[config.mk]
export PLATFORM = sky130hd
export DESIGN_NAME = data_mem_arbiter_flat
export DESIGN_NICKNAME = d
export VERILOG_FILES = /design/src/rtl/data_mem_arbiter_if.sv /design/src/rtl/data_mem_arbiter.sv /design/src/flat_wrapper.sv
export SDC_FILE = /design/constraint.sdc
export NUM_CORES = 1
export LEC_CHECK = 0
export ABC_AREA = 0
export ABC_CLOCK_PERIOD_IN_PS = 8860
export BUFFER_PORTS_ARGS = -buffer_cell sky130_fd_sc_hd__buf_2
export CORE_AREA = 2 2 152 154
export CTS_CLUSTER_DIAMETER = 50
export CTS_CLUSTER_SIZE = 30
export DETAILED_ROUTE_END_ITERATION = 6
export DIE_AREA = 0 0 154 156
export PLACE_DENSITY_LB_ADDON = 0.05
export SYNTH_ARGS = -nofsm -noshare
export SYNTH_HDL_FRONTEND = slang
export SYNTH_SLANG_ARGS = --single-unit
[constraint.sdc]
create_clock -name clk -period 8.86 [get_ports clk]
set_input_delay 0.886 -clock clk [delete_from_list [all_inputs] [get_ports clk]]
set_output_delay 0.886 -clock clk [all_outputs]
set_load 0.03 [all_outputs]
[src/rtl/data_mem_arbiter_if.sv]
// Requester-side bus of the data memory arbiter: one request/response lane
// per core. The arbiter is the slave; the cores (or a bench) are the master.
interface data_mem_arbiter_if #(
   parameter int N_REQ  = 4,
   parameter int ADDR_W = 8
);
   logic [N_REQ-1:0]             req_valid;
   logic [N_REQ-1:0][1:0]        req_op;
   logic [N_REQ-1:0][ADDR_W-1:0] req_addr;
   logic [N_REQ-1:0][31:0]       req_wdata;
   logic [N_REQ-1:0]             req_ready;
   logic [N_REQ-1:0]             resp_valid;
   logic [N_REQ-1:0][31:0]       resp_rdata;

   modport master (
      output req_valid, req_op, req_addr, req_wdata,
      input  req_ready, resp_valid, resp_rdata
   );

   modport slave (
      input  req_valid, req_op, req_addr, req_wdata,
      output req_ready, resp_valid, resp_rdata
   );
endinterface

[src/rtl/data_mem_arbiter.sv]
// Round-robin arbiter sharing one data memory (sync write, async read)
// between N_REQ cores. Each granted load, store or fetch-and-add finishes in
// the grant cycle; load/fetch-and-add data returns one cycle later.
module data_mem_arbiter #(
   parameter int N_REQ  = 4,
   parameter int ADDR_W = 8   // word address width of the data memory
) (
   input  logic              clk,
   input  logic              reset,
   data_mem_arbiter_if.slave bus,
   output logic [ADDR_W-1:0] mem_addra,
   output logic [ADDR_W-1:0] mem_addrb,
   output logic [31:0]       mem_dina,
   output logic              mem_wea,
   input  logic [31:0]       mem_doutb
);

   localparam int PTR_W = (N_REQ > 1) ? $clog2(N_REQ) : 1;

   localparam logic [1:0] OP_STORE = 2'b01;
   localparam logic [1:0] OP_FAA   = 2'b10;

   logic [PTR_W-1:0]        ptr_r;
   logic [PTR_W-1:0]        ptr_next_s;
   logic [PTR_W-1:0]        gidx_s;
   logic                    found_s;
   logic                    grant_s;
   logic [1:0]              op_s;
   logic [ADDR_W-1:0]       addr_s;
   logic [31:0]             wdata_s;
   logic                    is_read_s;
   logic [N_REQ-1:0]        ready_s;
   logic [ADDR_W-1:0]       addr_hold_r;
   logic [N_REQ-1:0]        resp_valid_r;
   logic [N_REQ-1:0][31:0]  resp_rdata_r;

   // Round-robin scan from ptr_r: first valid requester wins.
   always_comb begin
      found_s = 1'b0;
      gidx_s  = '0;
      for (int k = 0; k < N_REQ; k++) begin
         if (!found_s && bus.req_valid[(int'(ptr_r) + k) % N_REQ]) begin
            found_s = 1'b1;
            gidx_s  = PTR_W'((int'(ptr_r) + k) % N_REQ);
         end else begin
            found_s = found_s;
         end
      end
   end

   // Nothing is accepted while reset is high.
   assign grant_s = found_s & ~reset;

   // Selected request fields; reserved op 11 falls through to load.
   always_comb begin
      op_s       = bus.req_op[gidx_s];
      addr_s     = bus.req_addr[gidx_s];
      wdata_s    = bus.req_wdata[gidx_s];
      is_read_s  = (op_s != OP_STORE);
      ptr_next_s = (gidx_s == PTR_W'(N_REQ - 1)) ? '0 : gidx_s + PTR_W'(1);
   end

   // Grant vector and memory drive for the granted operation.
   always_comb begin
      ready_s   = '0;
      mem_wea   = 1'b0;
      mem_dina  = wdata_s;
      mem_addra = addr_hold_r;
      if (grant_s) begin
         ready_s[gidx_s] = 1'b1;
         mem_addra       = addr_s;
         case (op_s)
            OP_STORE: begin
               mem_wea  = 1'b1;
               mem_dina = wdata_s;
            end
            OP_FAA: begin
               // Old value read and new value written in the same cycle,
               // which is what makes the add atomic. Carry is dropped.
               mem_wea  = 1'b1;
               mem_dina = mem_doutb + wdata_s;
            end
            default: begin
               mem_wea  = 1'b0;
               mem_dina = wdata_s;
            end
         endcase
      end else begin
         ready_s   = '0;
         mem_wea   = 1'b0;
         mem_addra = addr_hold_r;
      end
   end

   assign mem_addrb     = mem_addra;
   assign bus.req_ready = ready_s;
   // A response pending across a reset cycle is suppressed.
   assign bus.resp_valid = resp_valid_r & {N_REQ{~reset}};
   assign bus.resp_rdata = resp_rdata_r;

   // Priority pointer and held memory address advance on each grant.
   always_ff @(posedge clk) begin
      if (reset) begin
         ptr_r       <= '0;
         addr_hold_r <= '0;
      end else if (grant_s) begin
         ptr_r       <= ptr_next_s;
         addr_hold_r <= addr_s;
      end else begin
         ptr_r       <= ptr_r;
         addr_hold_r <= addr_hold_r;
      end
   end

   // One-cycle response pulse carrying the pre-write memory value.
   always_ff @(posedge clk) begin
      if (reset) begin
         resp_valid_r <= '0;
         resp_rdata_r <= '0;
      end else begin
         resp_valid_r <= '0;
         if (grant_s && is_read_s) begin
            resp_valid_r[gidx_s] <= 1'b1;
            resp_rdata_r[gidx_s] <= mem_doutb;
         end else begin
            resp_rdata_r <= resp_rdata_r;
         end
      end
   end

endmodule

[src/flat_wrapper.sv]
// flat-port wrapper written by rule: the top's interface ports become plain ports
module data_mem_arbiter_flat 
#(
   parameter int N_REQ  = 4,
   parameter int ADDR_W = 8                                           
)
  (clk, reset, mem_addra, mem_addrb, mem_dina, mem_wea, mem_doutb, bus_req_valid, bus_req_op, bus_req_addr, bus_req_wdata, bus_req_ready, bus_resp_valid, bus_resp_rdata);
  data_mem_arbiter_if #(.N_REQ(N_REQ), .ADDR_W(ADDR_W)) bus_i ();
  input  logic clk;
  input  logic reset;
  output logic [ADDR_W-1:0] mem_addra;
  output logic [ADDR_W-1:0] mem_addrb;
  output logic [31:0] mem_dina;
  output logic mem_wea;
  input  logic [31:0] mem_doutb;
  input wire logic [$bits(bus_i.req_valid)-1:0] bus_req_valid;
  input wire logic [$bits(bus_i.req_op)-1:0] bus_req_op;
  input wire logic [$bits(bus_i.req_addr)-1:0] bus_req_addr;
  input wire logic [$bits(bus_i.req_wdata)-1:0] bus_req_wdata;
  output wire logic [$bits(bus_i.req_ready)-1:0] bus_req_ready;
  output wire logic [$bits(bus_i.resp_valid)-1:0] bus_resp_valid;
  output wire logic [$bits(bus_i.resp_rdata)-1:0] bus_resp_rdata;
  assign bus_i.req_valid = bus_req_valid;
  assign bus_i.req_op = bus_req_op;
  assign bus_i.req_addr = bus_req_addr;
  assign bus_i.req_wdata = bus_req_wdata;
  assign bus_req_ready = bus_i.req_ready;
  assign bus_resp_valid = bus_i.resp_valid;
  assign bus_resp_rdata = bus_i.resp_rdata;
  data_mem_arbiter #(.N_REQ(N_REQ), .ADDR_W(ADDR_W)) u_core (.clk(clk), .reset(reset), .bus(bus_i), .mem_addra(mem_addra), .mem_addrb(mem_addrb), .mem_dina(mem_dina), .mem_wea(mem_wea), .mem_doutb(mem_doutb));
endmodule
==> impl_metrics.env <==
export IMPL_status="finished clean"
export IMPL_hp_class="reg2reg"
export IMPL_ant_nets=0
export IMPL_cts_tree="yes"
export IMPL_worstSetupStartpointType="primary input"
export IMPL_place_area_um2=10500
export IMPL_grt_pass1_vias=8722
export IMPL_synthFlopType="dfxtp_1"
export IMPL_wl_met2_mm=15.4
export IMPL_root_buffer="clkbuf_16"
export IMPL_multi_input_area_um2=5190
export IMPL_rsz0062_at_grt="no"
export IMPL_cellPowerDensity_nw_per_um2=250
export IMPL_crit_chain="buf_2, nor2b_1, nor2_1, o22a_4, inv_2, buf_4, nand2_1, and3_1, a31oi_1, ha_1, inv_1, fa_1, nor2b_4, o31a_1, o31a_1, o31a_2, a21oi_4, o21a_4, or4_1, nand3_1, buf_2"
export IMPL_htree_num_levels=4
export IMPL_clkLatencyLatePin_ns=0.42
export IMPL_antenna_found_initial=7
export IMPL_max_freq_ghz=0.161
export IMPL_dp_final_hpwl_mm=24.9
export IMPL_vias=9536
export IMPL_drc=0
export IMPL_layout_drive_gt1_share_pct=29.1
export IMPL_fin_worst_skew_ns=0.00835
export IMPL_p_leak_uw=0.00545
export IMPL_cts_setup_buffers=0
export IMPL_fin_area_um2=11100
export IMPL_cts_resized=0
export IMPL_synth_avg_cell_area_um2=6.96
export IMPL_grt_first_pass_wirelength_mm=49.2
export IMPL_ys_seq_area_share_pct=33.3
export IMPL_numPortBuffers=390
export IMPL_highest_layer="met5"
export IMPL_grt_max_degree=92
export IMPL_gr_total_overflow=0
export IMPL_wl_met1_mm=14.3
export IMPL_post_drt_wl_per_cell_um=17.7
export IMPL_num_nets_final=1803
export IMPL_viasPerCell=5.13
export IMPL_synth_cells=1228
export IMPL_peakVddDrop_mv=0.132
export IMPL_cts_sinks=142
export IMPL_dr_wl_met3_mm=2.22
export IMPL_critPathBufInv=5
export IMPL_fin_setup_tns_ns=0
export IMPL_endpoint_kind="output pin"
export IMPL_initial_utilization_pct=38.2
export IMPL_max_slew_worst_pin_slew_ns=1.17
export IMPL_grt_usage_pct=26.4
export IMPL_synth_edf_count=0
export IMPL_cts_buffers=17
export IMPL_max_slew_margin_rel_pct=21.6
export IMPL_synth_commonest_cells="nand2_1 (482), a21oi_1 (164), dfxtp_1 (142)"
export IMPL_timing_final_crit_share_pct=70.1
export IMPL_critPathTopFamily="compound AO/OA/AOI/OAI gates"
export IMPL_synth_warnings=0
export IMPL_worstPathRequired_ns=7.97
export IMPL_gp_congestion=0.892
export IMPL_critPathMaxFanout=48
export IMPL_ioPinCount=391
export IMPL_drt_iter0_drc=491
export IMPL_synth_nets=1475
export IMPL_core_area_um2=22400
export IMPL_syn_cell_area_um2=8550
export IMPL_die_width_um=154
export IMPL_seqCellArea_um2=2840
export IMPL_finalCriticalPeriod_ns=6.21
export IMPL_setup_viol_count_final=0
export IMPL_fillers=2367
export IMPL_die_area_um2=24000
export IMPL_hold_viol_final=0
export IMPL_critPathKind="in2out"
export IMPL_drt_wl_total_mm=32.9
export IMPL_critPathSlowestCell="buf_4"
export IMPL_maxCapViolations=0
export IMPL_drv_slew=0
export IMPL_ys_types=68
export IMPL_cts_hold_buffers_added=0
export IMPL_cp_arrival_ns=5.32
export IMPL_ctsLongestPathBuffers=2
export IMPL_netlist_top_cells_area="dfxtp_1 (33%), nand2_1 (21%), a21oi_1 (9.6%)"
export IMPL_path_clk_slew_ns=0.06
export IMPL_rows=55
export IMPL_yosys_area_top_type="dfxtp_1"
export IMPL_async_reset_ff_share_pct=0
export IMPL_synth_top_area_share_pct=33.3
export IMPL_ys_ff_latch=142
export IMPL_synth_most_common_cell="nand2_1"
export IMPL_slowest_delay_ns=0.51
export IMPL_die_y_um=156
export IMPL_drt_pass1_iterations=5
export IMPL_area_growth_pct=30.0
-- area by class of cell --
cell class,instances,share of cell area [%]
flip-flops and latches,142,25.6
clock buffers,18,3.95
diodes,6,0.135
multi-input cells,976,46.7
clock inverters,14,1.52
repair buffers,399,18.2
inverters,20,0.675
well taps,285,3.21
-- final timing paths --
path / start / endpoint / slack (ns) / cells after the start
worst min-delay path: u_core.bus.resp_rdata[112] / u_core.bus.resp_rdata[112] / 0.45 / 2
worst max-delay path: bus_req_valid[0] / mem_dina[28] / 2.65 / 21
worst max register to register: u_core.ptr_r[1] / u_core.bus.resp_rdata[43] / 4.49 / 12
worst min register to register: u_core.bus.resp_rdata[112] / u_core.bus.resp_rdata[112] / 0.45 / 2
-- worst min-delay path, stage by stage (launching register included) --
cell and delay [ns]:
dfxtp_1 0.30, nand2_1 0.05, a21oi_1 0.05
-- where the power goes --
group | internal, µW | total [µW] | leakage (µW) | switching, µW
Combinational | 442 | 1330 | 0.00400 | 889
Sequential | 685 | 707 | 0.00115 | 21.6
Clock | 433 | 740 | 0.000297 | 307
Total | 1560 | 2780 | 0.00545 | 1220
-- flip-flops by register name (all words and copies together), names as in the netlist --
signal                 flops
u_core.bus.resp_rdata    128
u_core.ptr_r               2
u_core.resp_valid_r        4
u_core.addr_hold_r         8
-- stage by stage --
step                util [%]  hold WS, ns  worst slack (ns)  power, µW  instances
finish                  49.7        0.448              2.65       2780       1860
global route            49.7        0.468              2.29       2940       1860
CTS                     49.6        0.451              2.68       2790       1854
detailed placement      46.9        0.443              2.70       2050       1822
global placement        46.9        0.439              2.84       2040       1822
floorplan                  -        0.444              3.53       1690       1228
-- per-layer routing --
layer	global-route usage [%]	vias to the layer above
li1	-	4795
met1	34.2	4325
met2	42.7	361
met3	5.69	53
met4	10.7	2
met5	0	-
-- placed cells by master (no fill, tap or decap), types with 3 or more instances in the layout --
cell and count:
inv_1 19, clkbuf_16 17, or2_2 3, o211ai_1 10
o21bai_1 4, nand2_1 481, inv_6 6, nand3_1 18
diode_2 6, buf_4 10, mux2i_1 11, clkinv_4 3
nand4_1 4, xor2_1 15, nor3b_1 6, a21oi_4 3
a21oi_1 164, a21o_1 14, a31oi_1 31, buf_2 389
nand2b_1 4, o21ai_0 35, and3_1 38, dfxtp_1 142
nor2_1 12, xnor2_1 9, o21a_1 6, and2_1 6
ha_1 40, nor2b_1 9, nor3_1 4
-- cells by family after synthesis --
group	share of synthesized area (%)
buf+inv	6.15
compound gates	21.0
fa+ha+maj	6.09
simple gates	29.5
flops	33.3
xor+xnor	2.46
mux	1.55
Power figures use the tool's default switching activity.
